--- src/rtl/prng_arbiter.sv ---
// Round-robin arbiter whose grants each carry one byte from a 32-bit xorshift generator.
// The byte stream depends only on the seed and the number of grants, not on who is served.
//
// state     | meaning
// ----------+---------------------------------------------------------------
// ST_WARMUP | generator free-runs WARMUP_CYCLES steps after seeding, no grants
// ST_RUN    | arbitration active, ready_o high
// ST_HOLD   | enable_i low: generator frozen, no grants, pointer retained

module prng_arbiter #(
    parameter int          NUM_REQ       = 4,
    parameter logic [31:0] SEED          = 32'h0000_0001,
    parameter int          WARMUP_CYCLES = 8
) (
    input  logic               clk_i,
    input  logic               rst_i,
    input  logic               enable_i,
    input  logic               seed_load_i,
    input  logic [31:0]        seed_i,
    input  logic [NUM_REQ-1:0] req_i,
    output logic [NUM_REQ-1:0] gnt_o,
    output logic [7:0]         data_o,
    output logic               ready_o
);

    localparam int          PW        = (NUM_REQ > 1) ? $clog2(NUM_REQ) : 1;
    localparam logic [31:0] ZERO_SUB  = 32'hDEAD_BEEF;
    localparam logic [31:0] SEED_INIT = (SEED == 32'h0) ? ZERO_SUB : SEED;
    localparam logic [7:0]  WARM_LAST = 8'(WARMUP_CYCLES - 1);

    typedef enum logic [1:0] {
        ST_WARMUP = 2'd0,
        ST_RUN    = 2'd1,
        ST_HOLD   = 2'd2
    } state_t;

    function automatic logic [31:0] xs_next(input logic [31:0] s);
        logic [31:0] t;
        t = s ^ (s << 13);
        t = t ^ (t >> 17);
        t = t ^ (t << 5);
        return t;
    endfunction

    state_t             state_q, state_d;
    logic [31:0]        s_q, s_d;
    logic [7:0]         cnt_q, cnt_d;
    logic [PW-1:0]      ptr_q, ptr_d;
    logic [NUM_REQ-1:0] gnt_q, gnt_d;
    logic [7:0]         data_q, data_d;

    logic [31:0]        s_adv;
    logic [NUM_REQ-1:0] elig;
    logic               found;
    logic [PW-1:0]      win;

    assign s_adv = xs_next(s_q);
    assign elig  = req_i & ~gnt_q;

    // First eligible requester at or after ptr, wrapping at NUM_REQ.
    always_comb begin
        int idx;
        idx   = 0;
        found = 1'b0;
        win   = '0;
        for (int i = 0; i < NUM_REQ; i++) begin
            idx = int'(ptr_q) + i;
            if (idx >= NUM_REQ) begin
                idx = idx - NUM_REQ;
            end
            if (!found && elig[PW'(idx)]) begin
                found = 1'b1;
                win   = PW'(idx);
            end
        end
    end

    always_comb begin
        state_d = state_q;
        s_d     = s_q;
        cnt_d   = cnt_q;
        ptr_d   = ptr_q;
        gnt_d   = '0;
        data_d  = data_q;
        if (seed_load_i) begin
            s_d     = (seed_i == 32'h0) ? ZERO_SUB : seed_i;
            cnt_d   = '0;
            state_d = ST_WARMUP;
        end else begin
            unique case (state_q)
                ST_WARMUP: begin
                    if (WARMUP_CYCLES == 0) begin
                        state_d = enable_i ? ST_RUN : ST_HOLD;
                    end else begin
                        s_d   = s_adv;
                        cnt_d = cnt_q + 8'd1;
                        if (cnt_q == WARM_LAST) begin
                            state_d = enable_i ? ST_RUN : ST_HOLD;
                        end
                    end
                end
                ST_RUN: begin
                    if (!enable_i) begin
                        state_d = ST_HOLD;
                    end else if (found) begin
                        gnt_d  = NUM_REQ'(1) << win;
                        s_d    = s_adv;
                        data_d = s_adv[7:0];
                        ptr_d  = (win == PW'(NUM_REQ - 1)) ? '0 : win + PW'(1);
                    end
                end
                ST_HOLD: begin
                    if (enable_i) begin
                        state_d = ST_RUN;
                    end
                end
                default: state_d = ST_WARMUP;
            endcase
        end
    end

    always_ff @(posedge clk_i) begin
        if (rst_i) begin
            state_q <= ST_WARMUP;
            s_q     <= SEED_INIT;
            cnt_q   <= '0;
            ptr_q   <= '0;
            gnt_q   <= '0;
            data_q  <= 8'h00;
        end else begin
            state_q <= state_d;
            s_q     <= s_d;
            cnt_q   <= cnt_d;
            ptr_q   <= ptr_d;
            gnt_q   <= gnt_d;
            data_q  <= data_d;
        end
    end

    assign gnt_o   = gnt_q;
    assign data_o  = data_q;
    assign ready_o = (state_q == ST_RUN);

endmodule
--- config.mk ---
export PLATFORM = sky130hd
export DESIGN_NAME = prng_arbiter
export DESIGN_NICKNAME = d
export VERILOG_FILES = /design/src/rtl/prng_arbiter.sv
export SDC_FILE = /design/constraint.sdc
export NUM_CORES = 1
export LEC_CHECK = 0
export CORE_MARGIN = 2
export CORE_UTILIZATION = 45
export DETAILED_ROUTE_END_ITERATION = 16
export DONT_BUFFER_PORTS = 1
export GPL_TIMING_DRIVEN = 0
export PLACE_DENSITY = 0.58
export SYNTH_ARGS = -nofsm -noshare
export SYNTH_HDL_FRONTEND = slang
export SYNTH_SLANG_ARGS = --single-unit
export TNS_END_PERCENT = 30
--- constraint.sdc ---
create_clock -name clk_i -period 2.1 [get_ports clk_i]
set_input_delay 0.315 -clock clk_i [delete_from_list [all_inputs] [get_ports clk_i]]
set_output_delay 0.315 -clock clk_i [all_outputs]
set_load 0.1 [all_outputs]
==> results.md, run 1 <==
- Outcome: completed
- Final Skew: 16.13 ps
- Setup TNS: 0 ps
- Worst slew pin tran: 966.6 ps
- P&R area growth vs syn: 8.912%
- M1 WL: 3970 microns
- Post-route minimum period: 2037 ps
- Top-count cell post-synth: dfxtp_1
- Die area: 7608 sq um
- # diodes: 0
- Layout cells sized above 1: 0.09434
- Cell Count, Final, Fillers Out: 451
- Crit path DAT: 2280 ps
- Hold Crit Start: enable_i
- Largest fanout on the critical path: 10
- Worst Hold End: state_q[1]
- Total clock sinks: 56
- Post-Synth XOR/XNOR Area: 0.2272
- Final Slew Violations: 0
- Reg2reg start: state_q[1]
- Final RePlAce weighted congestion: 0.9064
- Die width: 87.23 microns
- Total CTS buffers: 5
- Sw Share: 0.3933
- Synthesized Nets: 405
- Synth Area in Adders: 0.008029
- RSZ-0062 raised after global routing: true
- Ranking of synthesized cells by area: dfxtp_1 (36%), xnor2_1 (14%), xor2_1 (5.9%)
- Boundary Pins: 53
- Core area: 6756 sq um
- TritonCTS clock tree: done
- Final core occ: 0.5024
- # Max-Cap Violations: 0
- Initial antenna violation count: 0
- DRC: 0
- Req. time, crit path: 2340 ps
- Sw power: 2.062 mW
- Site Rows: 30
- Yosys top cell by area: dfxtp_1
- Pin count of the biggest net entering global routing: 17
- Primary FF master, synth: dfxtp_1
- Post-route clock period utilization: 0.9702
- Compound-Gate Fraction of Synth Area: 0.1895
- H-tree levels: 2
- Largest family of logic cells by synthesized area: XOR/XNOR gates
- Total number of vias: 2635
- Critical path class: register to register
- Pleak: 1.184 nW
- First-pass GRT wire length: 13210 microns
- Longest Clk Path Bufs: 2
- Worst-path clk slew: 100 ps
- Routed wire length: 8773 microns
- Top post-synthesis cells by count: dfxtp_1 (56), xnor2_1 (49), nor2_1 (43), nand2_1 (36), a21oi_1 (22)
- Peak VDD IR: 650.6 uV
- Pwr Density: 1545 nW/um^2
- Reg2Reg Setup Slack: 60 ps
- Post-synth EDFFs: 0
- Top cell type's share of synthesized area: 0.3597
- Hold crit path type: primary input to register
- DP HPWL: 6617 microns
- Number of global-route vias before repair: 2359
- FF-to-FF End: gnt_o[3]
- Met3 wire length: 659 microns
- Clock power share: 0.150
- Vias per inst: 5.843
- Highest Clock Rate: 0.4908 GHz
- Mux cell area share after synthesis: 0.003212
- Clock Latency Late Sink: 320 ps
- Synth Warn #: 0
- P_int: 3.181 mW
- Drt initial violations: 184
- CP endpoint kind: register
- Syn Area/Cell: 8.586 sq um
- Total gr overflow: 0
- Cell variety after synth: 51
- Final setup viols: 0
- Port buffer count: 0
- Postcts setup bufs: 0
- Hold Buf Count CTS: 0
- Highest metal used: met4
- Dpl cells: 443
- Drt first pass iters: 5
- Place WS: -274.9 ps
- Launching element type of the critical path: register
- Synth Area in Simple Gates: 0.1762
- Met2 WL: 3935 microns
- Post-synthesis sequential area ratio: 0.3597
- Final ANT Viol Nets: 0
- Final WS setup: 62.61 ps
- Post-Syn Area: 3117 sq um
- Reg2reg path depth: 6
- Final hold violation count: 0
- Final hold slack: 87.87 ps
- Root Buffer: clkbuf_8
- Per-cell routed wire length: 19.45 microns
- Logic gate share of total power: 0.547
- Final Net Count: 412
- WHS Path Cells: 1
- Mapped Cells: 363
- Power share of the sequential group: 0.302
- Die Ht: 87.23 microns
- Asr flop ratio synth: 0
- GR Util All Layers: 0.2334
- Initial Utilization: 0.4613
- Relative slew slack: 0.3547
- Synthesis-stage register bit count: 56
==> critical path: stages (launching register included) <==
cell,delay [ps]
dfxtp_1,310
clkbuf_1,210
nor2b_4,570
nor3b_2,330
buf_2,250
nand3_1,140
nor2_1,150
==> final cells by class <==
cell class              count  area (sq um)
well taps                  80         100.1
clock buffers               7         96.34
multi-input cells         281          1911
plain buffers              19         95.09
flip-flops and latches     56          1136
inverters                   7         26.28
fillers                   683          3362
clock inverters             1         30.03
==> metrics by stage <==
stage | total power, mW | instance area (sq um)
2_1_floorplan | 3.931 | 3129
3_3_place_gp | 4.401 | 3229
3_5_place_dp | 4.433 | 3229
4_1_cts | 5.232 | 3377
5_1_grt | 5.566 | 3395
6_report | 5.244 | 3395
==> cell families after synthesis <==
| kind of cell | count (synthesis) |
|---|---|
| AOI/OAI and AO/OA | 86 |
| xor gates and xnor gates | 74 |
| DFF | 56 |
| muxes | 1 |
| and+or+nand+nor | 118 |
| buffers and inverters | 26 |
| adders and majority gates | 2 |
==> power by group through the flow <==
stage          combinational [mW]  clock, mW  sequential [mW]
3_3_place_gp                 2.79          0             1.61
6_report                     2.87      0.789             1.58
2_1_floorplan                2.39          0             1.54
5_1_grt                      3.11      0.842             1.61
4_1_cts                      2.84      0.806             1.58
3_5_place_dp                 2.82          0             1.61
==> per-layer routing <==
| metal | GRT usage | vias up |
|---|---|---|
| li1 | - | 1289 |
| met1 | 0.3308 | 1234 |
| met2 | 0.3518 | 98 |
| met3 | 0.05403 | 14 |
| met4 | 0.07413 | 0 |
| met5 | 0 | - |
==> layout by cell type, fill, tap and decap left out, types with 4 or more instances in the layout <==
cell      count
a211oi_1     18
a21oi_1      22
clkbuf_1     10
clkbuf_8      7
dfxtp_1      52
dfxtp_4       4
inv_1         6
nand2_1      36
nor2_1       42
nor4_1       10
o21ai_0      13
o221ai_1      5
o22ai_1       4
xnor2_1      49
xor2_1       21
==> worst max-delay path by stage <==
| stage | slack (ps) | to | start |
|---|---|---|---|
| 2_1_floorplan | 140 | s_q[12] | gnt_o[2] |
| 3_3_place_gp | -320 | s_q[13] | gnt_o[1] |
| 3_5_place_dp | -270 | s_q[13] | gnt_o[1] |
| 4_1_cts | 10 | s_q[23] | gnt_o[2] |
| 5_1_grt | -40 | gnt_o[3] | state_q[1] |
| 6_report | 60 | gnt_o[3] | state_q[1] |
==> registers in the layout, indices dropped and copies added (netlist names) <==
register and cells:
cnt_q 8, gnt_o 4, s_q 32, data_o 8, state_q 2, ptr_q 2
==> what timing repair did <==
action                                  4_1_cts  5_1_grt
cloned                                        0        0
endpoints found under the setup margin       33       23
resized for setup                             7        9
endpoints found under the hold margin         0        0
pin swaps                                     0        1
Note: power is estimated with default switching activity, not from simulation.
==> run 2: changes to the inputs <==
--- a/config.mk
+++ b/config.mk
@@ -5,12 +5,14 @@
 export SDC_FILE = /design/constraint.sdc
 export NUM_CORES = 1
 export LEC_CHECK = 0
+export CELL_PAD_IN_SITES_DETAIL_PLACEMENT = 1
+export CELL_PAD_IN_SITES_GLOBAL_PLACEMENT = 2
 export CORE_MARGIN = 2
-export CORE_UTILIZATION = 45
+export CORE_UTILIZATION = 38
 export DETAILED_ROUTE_END_ITERATION = 16
 export DONT_BUFFER_PORTS = 1
 export GPL_TIMING_DRIVEN = 0
-export PLACE_DENSITY = 0.58
+export PLACE_DENSITY = 0.77
 export SYNTH_ARGS = -nofsm -noshare
 export SYNTH_HDL_FRONTEND = slang
 export SYNTH_SLANG_ARGS = --single-unit
==> run 2 against run 1 <==
Effect of this change:
- count of clock-buffer cells in the layout up 1
- worst setup slack improved by 81 ps
- combinational power barely moved
- global-route usage down 0.25 points
- sequential share of layout area decreased by 0.29 points
- register-to-register slack improved by 80 ps
- sequential cell count unchanged
- utilization down 7.9 points
- sequential power barely moved
- hold slack worse by 4.5 ps
- largest power group unchanged
==> results.md, run 2 (synthesis gave the netlist of run 1 again) <==
- Outcome: completed
- Port buffer count: 0
- Worst Hold End: state_q[1]
- Critical path class: register to register
- Die width: 94.57 microns
- Drt initial violations: 156
- DRC: 0
- Commonest non-fill, non-tap cell in the layout: dfxtp_1
- Max reg flops: 32
- # Max-Cap Violations: 0
- Final Skew: 10.42 ps
- Die Ht: 94.57 microns
- Relative slew slack: 0.3469
- Drt first pass iters: 4
- FF-to-FF End: data_o[6]
- Reg2Reg Setup Slack: 140 ps
- Largest fanout on the critical path: 10
- CP endpoint kind: register
- Number of global-route vias before repair: 2713
- Longest Clk Path Bufs: 2
- Dpl cells: 468
- Pleak: 1.186 nW
- # diodes: 0
- Final ANT Viol Nets: 0
- Setup TNS: 0 ps
- Initial Utilization: 0.3851
- Final RePlAce weighted congestion: 0.8237
- Post-route minimum period: 1956 ps
- Layout cells sized above 1: 0.09973
- Crit path DAT: 2190 ps
- TritonCTS clock tree: done
- Req. time, crit path: 2330 ps
- Pin count of the biggest net entering global routing: 16
- Total number of vias: 2638
- Per-cell routed wire length: 20.78 microns
- Hold crit path type: primary input to register
- Cell Count, Final, Fillers Out: 476
- DP HPWL: 7628 microns
- Clock Latency Late Sink: 320 ps
- Most frequent cells in the layout: dfxtp_1 (52), xnor2_1 (49), nor2_1 (42)
- Final hold violation count: 0
- Worst slew pin tran: 978.4 ps
- Final hold slack: 83.35 ps
- Initial antenna violation count: 0
- WHS Path Cells: 1
- Worst-path clk slew: 100 ps
- Highest Clock Rate: 0.5112 GHz
- P&R area growth vs syn: 9.875%
- Total CTS buffers: 5
- Boundary Pins: 53
- Root Buffer: clkbuf_8
- Routed wire length: 9893 microns
- GR Util All Layers: 0.2309
- Core area: 8093 sq um
- Vias per inst: 5.542
- Final Slew Violations: 0
- Launching element type of the critical path: register
- Pwr Density: 1492 nW/um^2
- Hold Buf Count CTS: 0
- Peak VDD IR: 604.8 uV
- Post-route clock period utilization: 0.9315
- Reg with most FFs: s_q
- Reg2reg start: state_q[0]
- Site Rows: 33
- Reg2reg path depth: 5
- Final setup viols: 0
- Total clock sinks: 56
- RSZ-0062 raised after global routing: false
- H-tree levels: 2
- Hold Crit Start: enable_i
- Final Net Count: 412
- Die area: 8943 sq um
- First-pass GRT wire length: 15300 microns
- Total gr overflow: 0
==> run 2: power by group <==
part	switching [mW]	internal, mW
Sequential	0.285	1.30
Clock	0.368	0.271
Combinational	1.43	1.46
Total	2.08	3.03
==> run 2: cell type report <==
type                    instances  area (sq um)
fillers                       989          4668
multi-input cells             281          1937
flip-flops and latches         56          1136
well taps                     105         131.4
plain buffers                  18         96.34
clock buffers                   8         90.09
inverters                       7         26.28
repair buffers                  1         7.507
==> run 2: worst max path at each step <==
stage,startpoint,endpoint,slack (ps),cells after the start
2_1_floorplan,gnt_o[2],s_q[12],140,7
3_3_place_gp,gnt_o[1],s_q[13],-230,6
3_5_place_dp,gnt_o[1],s_q[13],-330,6
4_1_cts,gnt_o[1],s_q[9],10,6
5_1_grt,gnt_o[2],s_q[13],20,7
6_report,state_q[0],data_o[6],140,5
==> run 2: layer usage <==
metal	up-vias	part of all wire	global-route usage
li1	1285	-	-
met1	1277	0.46	0.3151
met2	57	0.46	0.3554
met3	19	0.053	0.05746
met4	0	0.027	0.08092
met5	-	0	0
==> run 2: critical path: stages (launching register included) <==
cell      delay (ps)
dfxtp_1          460
nor2b_4          610
nor3b_4          310
clkbuf_4         230
nor2_1            50
a211oi_1         220
==> run 2: through the flow <==
stage,total power [mW],setup slack (ps),area (sq um),util
after floorplan,3.931,139.5,3129,-
after global placement,4.434,-234.5,3261,0.4029
after detailed placement,4.479,-327.0,3261,0.4029
after CTS,5.128,12.82,3374,0.4170
after global routing,5.472,20.48,3425,0.4232
final,5.111,143.8,3425,0.4232
==> run 2: what timing repair did <==
action	4_1_cts	5_1_grt
endpoints found under the setup margin	38	35
buffers inserted	0	1
pin swaps	0	1
gates resized for setup	8	16
